File: src/rtl/dither_write_sched_if.sv
// Pixel-in / VRAM-write-out bundle for dither_write_sched.
// The slave modport is the scheduler's view; master is the rasterizer/arbiter side.
interface dither_write_sched_if #(
   parameter int XW = 10,
   parameter int YW = 9
);
   logic          i_ditherOn;
   logic          i_maskSet;
   logic          i_pixValid;
   logic          o_pixReady;
   logic [7:0]    i_r;
   logic [7:0]    i_g;
   logic [7:0]    i_b;
   logic [XW-1:0] i_x;
   logic [YW-1:0] i_y;
   logic          i_flush;
   logic          o_wrValid;
   logic          i_wrReady;
   logic [XW-2:0] o_wrAddrX;
   logic [YW-1:0] o_wrY;
   logic [31:0]   o_wrData;
   logic [1:0]    o_wrBE;
   logic          o_busy;

   modport slave (
      input  i_ditherOn, i_maskSet, i_pixValid, i_r, i_g, i_b, i_x, i_y,
             i_flush, i_wrReady,
      output o_pixReady, o_wrValid, o_wrAddrX, o_wrY, o_wrData, o_wrBE, o_busy
   );

   modport master (
      output i_ditherOn, i_maskSet, i_pixValid, i_r, i_g, i_b, i_x, i_y,
             i_flush, i_wrReady,
      input  o_pixReady, o_wrValid, o_wrAddrX, o_wrY, o_wrData, o_wrBE, o_busy
   );
endinterface

File: src/rtl/dither_write_sched.sv
// Dithers RGB888 pixels to BGR555 and packs them into 32-bit VRAM write requests.
// Define PIXEL_PAIR_EN to pair even/odd x pixels; otherwise every pixel is issued alone.
module dither_write_sched #(
   parameter int XW         = 10,
   parameter int YW         = 9,
   parameter int FLUSH_IDLE = 4
) (
   input logic                 clk,
   input logic                 i_nrst,
   dither_write_sched_if.slave bus
);

`ifdef PIXEL_PAIR_EN
   localparam bit PAIR = 1'b1;
`else
   localparam bit PAIR = 1'b0;
`endif
   localparam int IW = (FLUSH_IDLE < 2) ? 1 : $clog2(FLUSH_IDLE);

   typedef enum logic [1:0] {EMPTY, HALF, FULL} state_t;

   function automatic logic signed [3:0] dith_off(input logic [1:0] xl, input logic [1:0] yl);
      case ({yl, xl})
         4'h0: dith_off = -4'sd4;   4'h1: dith_off =  4'sd0;
         4'h2: dith_off = -4'sd3;   4'h3: dith_off =  4'sd1;
         4'h4: dith_off =  4'sd2;   4'h5: dith_off = -4'sd2;
         4'h6: dith_off =  4'sd3;   4'h7: dith_off = -4'sd1;
         4'h8: dith_off = -4'sd3;   4'h9: dith_off =  4'sd1;
         4'hA: dith_off = -4'sd4;   4'hB: dith_off =  4'sd0;
         4'hC: dith_off =  4'sd3;   4'hD: dith_off = -4'sd1;
         4'hE: dith_off =  4'sd2;   default: dith_off = -4'sd2;
      endcase
   endfunction

   function automatic logic [7:0] clamp8(input logic signed [9:0] v);
      if (v < 10'sd0)        clamp8 = 8'h00;
      else if (v > 10'sd255) clamp8 = 8'hFF;
      else                   clamp8 = v[7:0];
   endfunction

   function automatic logic [4:0] to5(input logic [7:0] c, input logic signed [3:0] off);
      logic signed [9:0] sum;
      sum = $signed({2'b00, c}) + $signed({{6{off[3]}}, off});
      to5 = 5'(clamp8(sum) >> 3);
   endfunction

   state_t          state, state_n;
   logic            s1_vld, s1_dith, s1_mask;
   logic [7:0]      s1_r, s1_g, s1_b;
   logic [XW-1:0]   s1_x;
   logic [YW-1:0]   s1_y;
   logic [31:0]     wr_data;
   logic [1:0]      wr_be, lane_be;
   logic [XW-2:0]   wr_addr;
   logic [YW-1:0]   wr_y;
   logic [IW-1:0]   idle_cnt, idle_n;
   logic            s1_adv, load_new, merge, same_pair, pix_ready, accept;
   logic signed [3:0] off;
   logic [15:0]     pix16;
   state_t          load_tgt;

   // Stage 1 output: dither/clamp of the held pixel
   assign off       = s1_dith ? dith_off(s1_x[1:0], s1_y[1:0]) : 4'sd0;
   assign pix16     = {s1_mask, to5(s1_b, off), to5(s1_g, off), to5(s1_r, off)};
   assign same_pair = (s1_x[XW-1:1] == wr_addr) && (s1_y == wr_y);
   assign lane_be   = s1_x[0] ? 2'b10 : 2'b01;
   assign load_tgt  = PAIR ? HALF : FULL;
   assign pix_ready = !s1_vld || s1_adv;
   assign accept    = bus.i_pixValid && pix_ready;

   always_comb begin
      state_n  = state;
      s1_adv   = 1'b0;
      load_new = 1'b0;
      merge    = 1'b0;
      idle_n   = idle_cnt;
      case (state)
         EMPTY: if (s1_vld) begin
            s1_adv   = 1'b1;
            load_new = 1'b1;
            state_n  = load_tgt;
         end
         HALF: if (s1_vld) begin
            idle_n = '0;
            if (same_pair) begin
               s1_adv = 1'b1;
               merge  = 1'b1;
               if (bus.i_flush || ((wr_be | lane_be) == 2'b11)) state_n = FULL;
            end else begin
               state_n = FULL;
            end
         end else if (bus.i_flush || (idle_cnt == IW'(FLUSH_IDLE - 1))) begin
            state_n = FULL;
            idle_n  = '0;
         end else begin
            idle_n = idle_cnt + 1'b1;
         end
         FULL: if (bus.i_wrReady) begin
            if (s1_vld) begin
               s1_adv   = 1'b1;
               load_new = 1'b1;
               state_n  = load_tgt;
            end else begin
               state_n = EMPTY;
            end
         end
         default: state_n = EMPTY;
      endcase
   end

   always_ff @(posedge clk or negedge i_nrst) begin
      if (!i_nrst) begin
         state    <= EMPTY;
         s1_vld   <= 1'b0;
         idle_cnt <= '0;
      end else begin
         state    <= state_n;
         idle_cnt <= idle_n;
         if (pix_ready) s1_vld <= bus.i_pixValid;
      end
   end

   // Stage 0 -> 1 boundary: input capture
   always_ff @(posedge clk) begin
      if (accept) begin
         s1_r    <= bus.i_r;
         s1_g    <= bus.i_g;
         s1_b    <= bus.i_b;
         s1_x    <= bus.i_x;
         s1_y    <= bus.i_y;
         s1_dith <= bus.i_ditherOn;
         s1_mask <= bus.i_maskSet;
      end
   end

   // Stage 1 -> 2 boundary: pair holder contents
   always_ff @(posedge clk or negedge i_nrst) begin
      if (!i_nrst) begin
         wr_data <= '0;
         wr_be   <= '0;
         wr_addr <= '0;
         wr_y    <= '0;
      end else if (load_new) begin
         wr_data <= s1_x[0] ? {pix16, 16'h0000} : {16'h0000, pix16};
         wr_be   <= lane_be;
         wr_addr <= s1_x[XW-1:1];
         wr_y    <= s1_y;
      end else if (merge) begin
         wr_be <= wr_be | lane_be;
         if (s1_x[0]) wr_data[31:16] <= pix16;
         else         wr_data[15:0]  <= pix16;
      end
   end

   assign bus.o_pixReady = pix_ready;
   assign bus.o_wrValid  = (state == FULL);
   assign bus.o_wrData   = wr_data;
   assign bus.o_wrBE     = wr_be;
   assign bus.o_wrAddrX  = wr_addr;
   assign bus.o_wrY      = wr_y;
   assign bus.o_busy     = s1_vld || (state != EMPTY);

endmodule

File: src/flat_wrapper.sv
// flat-port wrapper written by rule: the top's interface ports become plain ports
module dither_write_sched_flat 
#(
   parameter int XW         = 10,
   parameter int YW         = 9,
   parameter int FLUSH_IDLE = 4
)
  (clk, i_nrst, bus_i_ditherOn, bus_i_maskSet, bus_i_pixValid, bus_i_r, bus_i_g, bus_i_b, bus_i_x, bus_i_y, bus_i_flush, bus_i_wrReady, bus_o_pixReady, bus_o_wrValid, bus_o_wrAddrX, bus_o_wrY, bus_o_wrData, bus_o_wrBE, bus_o_busy);
  dither_write_sched_if #(.XW(XW), .YW(YW)) bus_i ();
  input logic clk;
  input logic i_nrst;
  input wire logic [$bits(bus_i.i_ditherOn)-1:0] bus_i_ditherOn;
  input wire logic [$bits(bus_i.i_maskSet)-1:0] bus_i_maskSet;
  input wire logic [$bits(bus_i.i_pixValid)-1:0] bus_i_pixValid;
  input wire logic [$bits(bus_i.i_r)-1:0] bus_i_r;
  input wire logic [$bits(bus_i.i_g)-1:0] bus_i_g;
  input wire logic [$bits(bus_i.i_b)-1:0] bus_i_b;
  input wire logic [$bits(bus_i.i_x)-1:0] bus_i_x;
  input wire logic [$bits(bus_i.i_y)-1:0] bus_i_y;
  input wire logic [$bits(bus_i.i_flush)-1:0] bus_i_flush;
  input wire logic [$bits(bus_i.i_wrReady)-1:0] bus_i_wrReady;
  output wire logic [$bits(bus_i.o_pixReady)-1:0] bus_o_pixReady;
  output wire logic [$bits(bus_i.o_wrValid)-1:0] bus_o_wrValid;
  output wire logic [$bits(bus_i.o_wrAddrX)-1:0] bus_o_wrAddrX;
  output wire logic [$bits(bus_i.o_wrY)-1:0] bus_o_wrY;
  output wire logic [$bits(bus_i.o_wrData)-1:0] bus_o_wrData;
  output wire logic [$bits(bus_i.o_wrBE)-1:0] bus_o_wrBE;
  output wire logic [$bits(bus_i.o_busy)-1:0] bus_o_busy;
  assign bus_i.i_ditherOn = bus_i_ditherOn;
  assign bus_i.i_maskSet = bus_i_maskSet;
  assign bus_i.i_pixValid = bus_i_pixValid;
  assign bus_i.i_r = bus_i_r;
  assign bus_i.i_g = bus_i_g;
  assign bus_i.i_b = bus_i_b;
  assign bus_i.i_x = bus_i_x;
  assign bus_i.i_y = bus_i_y;
  assign bus_i.i_flush = bus_i_flush;
  assign bus_i.i_wrReady = bus_i_wrReady;
  assign bus_o_pixReady = bus_i.o_pixReady;
  assign bus_o_wrValid = bus_i.o_wrValid;
  assign bus_o_wrAddrX = bus_i.o_wrAddrX;
  assign bus_o_wrY = bus_i.o_wrY;
  assign bus_o_wrData = bus_i.o_wrData;
  assign bus_o_wrBE = bus_i.o_wrBE;
  assign bus_o_busy = bus_i.o_busy;
  dither_write_sched #(.XW(XW), .YW(YW), .FLUSH_IDLE(FLUSH_IDLE)) u_core (.clk(clk), .i_nrst(i_nrst), .bus(bus_i));
endmodule
File: config.mk
export PLATFORM = sky130hd
export DESIGN_NAME = dither_write_sched_flat
export DESIGN_NICKNAME = d
export VERILOG_FILES = /design/src/rtl/dither_write_sched_if.sv /design/src/rtl/dither_write_sched.sv /design/src/flat_wrapper.sv
export SDC_FILE = /design/constraint.sdc
export NUM_CORES = 1
export LEC_CHECK = 0
export ABC_AREA = 1
export CELL_PAD_IN_SITES_DETAIL_PLACEMENT = 1
export CELL_PAD_IN_SITES_GLOBAL_PLACEMENT = 2
export CORE_UTILIZATION = 32
export DETAILED_ROUTE_END_ITERATION = 8
export PLACE_DENSITY_LB_ADDON = 0.1
export SYNTH_ARGS = -nofsm -noshare
export SYNTH_HDL_FRONTEND = slang
export SYNTH_SLANG_ARGS = --single-unit
File: constraint.sdc
create_clock -name clk -period 2.9 [get_ports clk]
set_clock_uncertainty 0.2 [all_clocks]
set_input_delay 0.87 -clock clk [delete_from_list [all_inputs] [get_ports clk]]
set_output_delay 0.87 -clock clk [all_outputs]
set_load 0.05 [all_outputs]
==> results.json, run 1 <==
{
  "grt_overflow": 0,
  "worst_hold_path.endpoint": "u_core.bus.o_wrAddrX[7]$_DFFE_PN0P_",
  "drv_slew": 0,
  "rsz0062_at_grt": "false",
  "power_density_mw_per_mm2": 1150,
  "whs_path_depth": 1,
  "synth.area.mux_share_pct": 3.14,
  "fp.dieH_um": 132,
  "crit_family": "buffers and inverters",
  "critical-path-max-stage-delay_ns": 0.46,
  "synth_warnings": 0,
  "crit_path_end_kind": "output port",
  "ir_drop_uv": 465,
  "grtUsageTotal_pct": 16.6,
  "final_antenna_net_count": 0,
  "critPathBufInv": 3,
  "clockRootBuffer": "clkbuf_16",
  "viasPerCell": 4.56,
  "syn_area_mm2": 0.00537,
  "period_share_pct": 97.8,
  "dr.pass1.iters": 4,
  "path_max_fanout": 4,
  "finalInstanceArea_mm2": 0.00701,
  "worstMarginPinSlew_ns": 0.822,
  "rows": 47,
  "wl_per_cell_um": 14.8,
  "cpMaxStageDelayCell": "clkdlybuf4s50_1",
  "drv_cap": 0,
  "drt_iter0_drc": 120,
  "fin_nets": 734,
  "multiInputGateArea_mm2": 0.00227,
  "clk_pin_slew_ns": 0.08,
  "hold_ws_ns": 0.278,
  "syn_avg_cell_area_um2": 9.52,
  "worstPathCellList": "clkdlybuf4s50_1 -> inv_1 -> nand2_2 -> nand2_2 -> nand2_4 -> buf_12",
  "drc": 0,
  "dp.cells": 886,
  "worstPathArrival_ns": 1.77,
  "die-area_mm2": 0.0173,
  "numCtsBuffers": 9,
  "synth_nets": 620,
  "reg2reg_from": "u_core.s1_dith$_DFFE_PP_",
  "cpMostUsedCell": "nand2_2",
  "h-tree-depth": 3,
  "wirelength_um": 13400,
  "die_w_um": 132,
  "ys_seq_area_share_pct": 51.4,
  "register_area_mm2": 0.00276,
  "core_area_mm2": 0.0165,
  "startpoint_type": "input pin",
  "grt_max_degree": 55,
  "critical_path_class": "in -> out",
  "synthAdderAreaFrac_pct": 1.40,
  "max_freq_mhz": 352,
  "synth_compound_area_share_pct": 3.45,
  "hp-start": "u_core.s1_x[8]$_DFFE_PP_",
  "cts_tree": "done",
  "power.leakage_nw": 3.31,
  "dp_hpwl_um": 10000,
  "status": "finished, final reports clean",
  "areaGrowthSynthToFinish_pct": 30.6,
  "dr_total_vias": 4117,
  "netlist_instances": 564,
  "num-fill-cells": 1932,
  "clk_path_buf_depth": 2,
  "synth_cell_types": 39,
  "setup_viol": 0,
  "synth_top_family_by_area": "simple AND/OR/NAND/NOR gates",
  "synth-simple-area-share_pct": 32.2,
  "antenna_found_initial": 0,
  "grt_pass1_wl_um": 22500,
  "postPlaceCellArea_mm2": 0.00670,
  "antennaDiodeCount": 0,
  "clkLatencyLatePin_ns": 0.36,
  "ys_ff_latch": 102,
  "hold_path.class": "reg -> reg",
  "reg2reg_setup_slack_ns": 0.41,
  "first_global_vias": 4495,
  "portBuffers": 103,
  "start_util_pct": 32.6,
  "r2r_end": "u_core.bus.o_wrData[11]$_DFFE_PN0P_",
  "finalCriticalPeriod_ns": 2.84,
  "finalNonFillerCells": 903,
  "fin_setup_tns_ns": 0,
  "reg2reg_depth": 11,
  "place_congestion": 0.762,
  "drive_gt1_share_pct": 20.9,
  "hold_viol": 0,
  "cts_sinks": 102,
  "ios": 105,
  "crit_required_ns": 1.83,
  "slew_headroom_pct": 45.2,
  "hold_buffers": 0,
  "synth-xor-area-share_pct": 1.77
}
-- worst reg2reg max path, cell delays in order, from the launching register on --
cell and delay [ns]:
edfxtp_1 0.72, nand3_1 0.23, nand2_1 0.17, inv_1 0.06, ha_1 0.17, inv_1 0.05
nand2_1 0.09, a21oi_1 0.20, xor2_1 0.24, nand3_2 0.13, nand3_1 0.08, nand2_1 0.05
-- per-layer routing --
layer | track usage [%] | up-vias | part of all wire [%]
li1 | - | 2050 | -
met1 | 19.6 | 1990 | 44
met2 | 29.6 | 61 | 51
met3 | 2.82 | 16 | 2.8
met4 | 7.04 | 0 | 1.9
met5 | 0 | - | 0
-- power breakdown --
group          leakage (nW)  internal [mW]  switching (mW)
Sequential             1.13           2.03           0.283
Clock                 0.149          0.631           0.605
Combinational          2.03           1.51            2.98
-- worst max-delay path by stage --
stage / start / endpoint / slack (ns) / cells after the start
after floorplan: bus_i_wrReady / register / 0.05 / 9
after global placement: bus_i_wrReady / bus_o_pixReady / 0.04 / 6
after detailed placement: bus_i_wrReady / bus_o_pixReady / 0.04 / 6
after CTS: bus_i_wrReady / bus_o_pixReady / 0.04 / 6
after global routing: bus_i_wrReady / bus_o_pixReady / 0.009 / 6
final: bus_i_wrReady / bus_o_pixReady / 0.06 / 6
-- sequential cells by signal, summed over array words and instances (netlist names), named ones only --
signal / cells
u_core.state: 1
u_core.s1_r: 8
u_core.s1_mask: 1
u_core.bus.o_wrAddrX: 9
u_core.s1_g: 8
u_core.s1_x: 10
u_core.bus.o_wrY: 9
u_core.s1_dith: 1
u_core.s1_vld: 1
u_core.bus.o_wrBE: 2
u_core.bus.o_wrData: 32
u_core.s1_b: 8
u_core.s1_y: 9
-- layout make-up --
class / instances / share of cell area (%)
clock buffers: 10 / 3.41
clock inverters: 6 / 0.892
inverters: 61 / 3.39
multi-input cells: 385 / 32.4
flip-flops and latches: 102 / 39.4
well taps: 220 / 3.92
repair buffers: 119 / 16.6
-- synthesized netlist by cell type (all sizes together) --
library cell / count / area, um2
xnor2: 2 / 17.5
mux2: 15 / 169
dfxtp: 3 / 60.1
nand4: 3 / 25.0
a21oi: 7 / 65.1
nor2: 26 / 165
ha: 6 / 75.1
dfrtp: 54 / 1350
nand3b: 1 / 7.51
inv: 61 / 234
or2: 1 / 6.26
edfxtp: 45 / 1350
clkbuf: 5 / 18.8
o21ai: 17 / 88.8
buf: 11 / 103
nand2: 209 / 935
a21boi: 2 / 22.5
nor3: 2 / 10.0
a22o: 1 / 8.76
xor2: 8 / 77.6
nand3: 85 / 581
-- cells by family (layout without fill, tap and decap cells) --
group,after synthesis,in the layout
AND/OR/NAND/NOR,327,327
AO/OA/AOI/OAI,27,27
flip-flops,102,102
buffers and inverters,77,196
multiplexers,15,15
adder cells (fa/ha/maj),6,6
XOR/XNOR,10,10
-- layout by cell type, fill, tap and decap left out, types with 2 or more instances in the layout --
cell             count
mux2_2              15
inv_2                3
nand3_1             57
nand2_1            174
buf_12               2
buf_4               15
o21ai_2              2
a21boi_2             2
nor3_1               2
clkbuf_16            9
ha_1                 6
nand3_4              2
nor2_8               2
edfxtp_1            45
nand2_4             15
xnor2_1              2
inv_4                2
nand3_2             26
xor2_1               7
nand4_1              2
inv_6                3
nor2_1              12
clkdlybuf4s50_1    100
a21oi_2              2
a21oi_1              3
inv_1               55
dfrtp_1             54
a21oi_4              2
nand2_2             20
dfxtp_1              3
nor2_2              11
o21ai_0             14
-- per-stage QoR --
| stage | total power [mW] | setup WS (ns) | utilization, % |
|---|---|---|---|
| floorplan | 5.50 | 0.0543 | - |
| global placement | 6.80 | 0.0405 | 40.7 |
| detailed placement | 6.90 | 0.0433 | 40.7 |
| CTS | 8.17 | 0.0420 | 42.5 |
| global route | 8.59 | 0.00884 | 42.6 |
| finish | 8.04 | 0.0625 | 42.6 |
-- repair_timing --
item                       in CTS  in global routing
setup endpoints to repair       1                  1
gates resized for setup         1                  1
buffers inserted                0                  1
pin swaps                       0                  1
No activity file was read; power rests on OpenSTA's default activity.
==> run 2, diff against run 1 <==
--- a/config.mk
+++ b/config.mk
@@ -8,7 +8,7 @@
 export ABC_AREA = 1
 export CELL_PAD_IN_SITES_DETAIL_PLACEMENT = 1
 export CELL_PAD_IN_SITES_GLOBAL_PLACEMENT = 2
-export CORE_UTILIZATION = 32
+export CORE_UTILIZATION = 25
 export DETAILED_ROUTE_END_ITERATION = 8
 export PLACE_DENSITY_LB_ADDON = 0.1
 export SYNTH_ARGS = -nofsm -noshare
==> run 2 against run 1 <==
Flip-flop and latch count unchanged. Sequential power hardly changed. Non-clock buffer count fell by 2. First-iteration DRC count up 8.3%. Clock power about the same. Setup slack got worse by 0.011 ns. Power increased by 0.58%. Maximum frequency fell by 0.40%. Largest cell class unchanged.
==> results.json, run 2 (synthesis results as in run 1) <==
{
  "critical-path-max-stage-delay_ns": 0.46,
  "h-tree-depth": 3,
  "finalWorstSetupSlack_ns": 0.0510,
  "viasPerCell": 4.27,
  "max_freq_mhz": 351,
  "reg2reg_from": "u_core.s1_dith$_DFFE_PP_",
  "hold_buffers": 0,
  "die_w_um": 149,
  "cts_tree": "done",
  "grtUsageTotal_pct": 13.6,
  "drv_cap": 0,
  "antennaDiodeCount": 0,
  "p_total_mw": 8.09,
  "power.leakage_nw": 3.30,
  "worstPathCellList": "clkdlybuf4s50_1 -> inv_1 -> nand2_1 -> nand2_2 -> nand2_4 -> buf_12",
  "finalCriticalPeriod_ns": 2.85,
  "grt_pass1_wl_um": 22900,
  "numCtsBuffers": 9,
  "start_util_pct": 25.6,
  "fin_nets": 732,
  "critical_path_class": "in -> out",
  "crit_path_end_kind": "output port",
  "reg2reg_depth": 11,
  "worstPathArrival_ns": 1.78,
  "pre_cts_slack_ns": -0.0200,
  "final_antenna_net_count": 0,
  "ios": 105,
  "portBuffers": 103,
  "path_max_fanout": 3,
  "hold_ws_ns": 0.283,
  "startpoint_type": "input pin",
  "cts_sinks": 102,
  "crit_required_ns": 1.83,
  "status": "finished, final reports clean",
  "fp.dieH_um": 149,
  "setup_viol": 0,
  "crit_family": "buffers and inverters",
  "largest_register_ffs": 32,
  "dr_total_vias": 4078,
  "critPathBufInv": 3,
  "first_global_vias": 4548,
  "worst_hold_path.endpoint": "u_core.bus.o_wrAddrX[6]$_DFFE_PN0P_",
  "grt_overflow": 0,
  "final_cell_mix": "nand2_1, clkdlybuf4s50_1, nand3_1",
  "clkLatencyLatePin_ns": 0.36,
  "drt_iter0_drc": 130,
  "hp-start": "u_core.s1_x[7]$_DFFE_PP_",
  "core_area_mm2": 0.0210,
  "ir_drop_uv": 401,
  "clk_pin_slew_ns": 0.07,
  "rsz0062_at_grt": "false",
  "die-area_mm2": 0.0221,
  "path_depth": 6,
  "slew_headroom_pct": 49.0,
  "whs_path_depth": 1,
  "antenna_found_initial": 0,
  "r2r_end": "u_core.bus.o_wrData[13]$_DFFE_PN0P_",
  "areaGrowthSynthToFinish_pct": 32.2,
  "power_density_mw_per_mm2": 1140,
  "wirelength_um": 14200,
  "wl_per_cell_um": 14.9,
  "period_share_pct": 98.2,
  "reg2reg_setup_slack_ns": 0.35,
  "grt_max_degree": 33,
  "drv_slew": 0,
  "drive_gt1_share_pct": 20.6,
  "final_common_cell": "nand2_1",
  "clockRootBuffer": "clkbuf_16",
  "dr.pass1.iters": 4,
  "drc": 0,
  "hold_path.class": "reg -> reg",
  "cpMaxStageDelayCell": "clkdlybuf4s50_1",
  "place_congestion": 0.788,
  "hold_viol": 0,
  "rows": 53,
  "dp_hpwl_um": 10700,
  "clk_path_buf_depth": 2,
  "worstMarginPinSlew_ns": 0.764
}
run 2: cell types whose count changed in the layout (fill, tap and decap cells not counted), sizes merged:
cell and delta:
buf -2, clkbuf -1, clkinvlp +1
run 2: worst max-delay path by stage:
stage	from	to
global route	bus_i_wrReady	bus_o_pixReady
CTS	bus_i_wrReady	bus_o_pixReady
global placement	bus_i_wrReady	u_core.bus.o_wrData[1]$_DFFE_PN0P_
finish	bus_i_wrReady	bus_o_pixReady
floorplan	bus_i_wrReady	register
detailed placement	bus_i_wrReady	u_core.bus.o_wrData[1]$_DFFE_PN0P_
run 2: layout make-up:
class / count / area, um2
Clock inverter: 7 / 72.6
Inverter: 61 / 238
Timing Repair Buffer: 117 / 1190
Clock buffer: 9 / 225
Multi-Input combinational cell: 385 / 2270
Sequential cell: 102 / 2760
Tap cell: 275 / 344
Fill cell: 2378 / 13900
run 2: routing by layer:
layer  global-route usage (%)  vias up  part of all wire (%)
met2                     24.6       59                    52
met4                     3.97        0                   1.1
met5                        0        -                     0
met3                     2.79        9                   3.1
li1                         -     2043                     -
met1                     16.0     1967                    44
run 2: worst reg2reg max path, stage by stage (launching register included):
cell      delay [ns]
edfxtp_1        0.71
nand2_4         0.34
inv_1           0.16
buf_4           0.23
nand4_1         0.11
inv_1           0.10
nand4_1         0.17
nand3_2         0.13
nand2_4         0.08
nand3_2         0.08
nand3_1         0.08
nand2_1         0.09
run 2: repair_timing:
item / CTS / global route
pin swaps: 0 / 0
buffers inserted: 0 / 1
setup endpoints to repair: 1 / 1
resized for setup: 1 / 0
run 2: power breakdown:
group / switching, mW / internal [mW] / total [mW]
sequential: 0.305 / 2.03 / 2.33
combinational: 2.98 / 1.53 / 4.51
clock: 0.631 / 0.611 / 1.24
total: 3.92 / 4.17 / 8.09
run 2: stage by stage:
stage | setup TNS [ns] | utilization, % | area (um2) | instances
CTS | 0 | 33.7 | 7090 | 955
global placement | 0 | 32.3 | 6800 | 939
global route | 0 | 33.8 | 7100 | 956
detailed placement | -0.0206 | 32.3 | 6800 | 939
floorplan | 0 | - | 5390 | 564
finish | 0 | 33.8 | 7100 | 956
==> run 3, diff against run 2 <==
--- a/config.mk
+++ b/config.mk
@@ -10,7 +10,9 @@
 export CELL_PAD_IN_SITES_GLOBAL_PLACEMENT = 2
 export CORE_UTILIZATION = 25
 export DETAILED_ROUTE_END_ITERATION = 8
+export MAX_ROUTING_LAYER = met4
 export PLACE_DENSITY_LB_ADDON = 0.1
+export SETUP_SLACK_MARGIN = 0.15
 export SYNTH_ARGS = -nofsm -noshare
 export SYNTH_HDL_FRONTEND = slang
 export SYNTH_SLANG_ARGS = --single-unit
==> run 3 against run 2 <==
First-iteration DRC count shrank 21%. Clock power barely moved. Critical path type is now reg -> out. Design area rose by 0.67%. Highest routed layer unchanged. Setup slack gained 0.20 ns.
==> results.json, run 3 (synthesis results as in run 1) <==
{
  "wirelength_um": 13900,
  "ir_drop_uv": 368,
  "period_share_pct": 91.5,
  "hold_ws_ns": 0.280,
  "cts_tree": "done",
  "place_congestion": 0.803,
  "worstPathCellList": "or2_2 -> dlygate4sd2_1",
  "pwr-share-seq_pct": 28.5,
  "final_common_cell": "nand2_1",
  "drive_gt1_share_pct": 21.4,
  "dr.pass1.iters": 4,
  "critPathBufInv": 1,
  "start_util_pct": 25.6,
  "worst_hold_path.endpoint": "u_core.bus.o_wrY[7]$_DFFE_PN0P_",
  "clkPwrFrac_pct": 15.2,
  "reg2reg_from": "u_core.s1_dith$_DFFE_PP_",
  "grt_max_degree": 55,
  "drc": 0,
  "clkLatencyLatePin_ns": 0.36,
  "rsz0062_at_grt": "false",
  "path_max_fanout": 3,
  "final_cell_mix": "nand2_1, clkdlybuf4s50_1, nand3_1",
  "status": "finished, final reports clean",
  "clk_pin_slew_ns": 0.07,
  "die-area_mm2": 0.0221,
  "critical_path_class": "reg -> out",
  "ios": 105,
  "setup_viol": 0,
  "antennaDiodeCount": 0,
  "power_density_mw_per_mm2": 1130,
  "clockRootBuffer": "clkbuf_16",
  "antenna_found_initial": 0,
  "reg2reg_depth": 12,
  "crit_required_ns": 1.83,
  "internal-power_mw": 4.19,
  "drt_iter0_drc": 103,
  "switching_share_pct": 48.3,
  "critical-path-max-stage-delay_ns": 0.48,
  "die_w_um": 149,
  "cts_sinks": 102,
  "drv_slew": 0,
  "h-tree-depth": 3,
  "finalCriticalPeriod_ns": 2.65,
  "hold_buffers": 0,
  "startpoint_type": "register",
  "first_global_vias": 4454,
  "fp.dieH_um": 149,
  "numCtsBuffers": 9,
  "fin_setup_tns_ns": 0,
  "r2r_end": "u_core.bus.o_wrData[27]$_DFFE_PN0P_",
  "path_depth": 2,
  "rows": 53,
  "reg2reg_setup_slack_ns": 0.50,
  "hp-start": "u_core.s1_y[7]$_DFFE_PP_",
  "areaGrowthSynthToFinish_pct": 33.1,
  "fin_nets": 737,
  "worstMarginPinSlew_ns": 0.799,
  "wl_per_cell_um": 14.5,
  "max_freq_mhz": 377,
  "grt_pass1_wl_um": 23000,
  "whs_path_depth": 1,
  "hold_path.class": "reg -> reg",
  "viasPerCell": 4.25,
  "dp_hpwl_um": 10300,
  "dr_total_vias": 4081,
  "power.switching_mw": 3.91,
  "core_area_mm2": 0.0210,
  "clk_path_buf_depth": 2,
  "crit_path_end_kind": "output port",
  "p_comb_share_pct": 56.2,
  "largest_register_ffs": 32,
  "portBuffers": 103,
  "grt_overflow": 0,
  "final_antenna_net_count": 0,
  "grtUsageTotal_pct": 13.9,
  "slew_headroom_pct": 46.7,
  "cpMaxStageDelayCell": "dfrtp_1",
  "drv_cap": 0,
  "crit_family": "flip-flops",
  "hold_viol": 0,
  "worstPathArrival_ns": 1.58,
  "num-fill-cells": 2389,
  "power.leakage_nw": 3.33
}
-- run 3: cell count changes in the layout (fill, tap and decap cells not counted), sizes merged --
cell	previous run	this run
clkdlybuf4s50	100	99
buf	16	21
dlygate4sd2	1	2
-- run 3: timing repair --
item / in CTS / in global routing
resized for setup: 3 / 0
pin swaps: 1 / 0
buffers inserted: 1 / 3
setup endpoints to repair: 2 / 23
-- run 3: power by group through the flow --
stage,clock network [mW],logic [mW],registers (mW)
floorplan,0,2.16,3.37
global placement,0,4.58,2.34
detailed placement,0,4.62,2.35
CTS,1.31,4.64,2.33
global route,1.34,4.98,2.39
finish,1.23,4.56,2.31
-- run 3: how the worst max path moves through the flow --
stage	endpoint	startpoint	slack, ns
global route	bus_o_busy	u_core.s1_vld$_DFFE_PN0N_	0.21
CTS	bus_o_busy	u_core.s1_vld$_DFFE_PN0N_	0.22
global placement	bus_o_pixReady	bus_i_wrReady	0.05
floorplan	register	bus_i_wrReady	0.16
finish	bus_o_busy	u_core.s1_vld$_DFFE_PN0N_	0.25
detailed placement	bus_o_pixReady	bus_i_wrReady	0.03
-- run 3: layer usage --
layer | track usage, % | up-vias | share of wire (%)
met2 | 24.2 | 54 | 51
met3 | 2.58 | 14 | 3.0
met4 | 4.12 | 0 | 1.4
met1 | 16.2 | 1960 | 44
met5 | - | - | 0
li1 | - | 2053 | -
-- run 3: worst reg2reg max path, stage by stage, from the launching register on --
cell      delay [ns]
edfxtp_1        0.51
buf_12          0.20
nand2_1         0.05
inv_1           0.08
ha_1            0.23
ha_1            0.20
inv_1           0.05
nand2_1         0.08
a21oi_1         0.18
xor2_1          0.25
nand3_2         0.12
nand3_1         0.08
nand2_1         0.06
-- run 3: area by class of cell --
class / instances / area, um2 / area share, %
sequential: 102 / 2760 / 38.7
multi-input combinational: 385 / 2290 / 32.1
timing repair buffer: 122 / 1210 / 17.0
tap: 275 / 344 / 4.81
inverter: 61 / 238 / 3.33
clock buffer: 9 / 225 / 3.15
clock inverter: 7 / 72.6 / 1.02
-- run 3: per-stage QoR --
stage	utilization (%)	power (mW)	cell area [um2]	setup WS [ns]	cells
3_3_place_gp	32.4	6.91	6810	0.0490	941
4_1_cts	33.8	8.28	7110	0.218	958
5_1_grt	34.0	8.71	7150	0.208	961
3_5_place_dp	32.4	6.97	6810	0.0318	941
2_1_floorplan	-	5.53	5410	0.160	564
6_report	34.0	8.10	7150	0.247	961
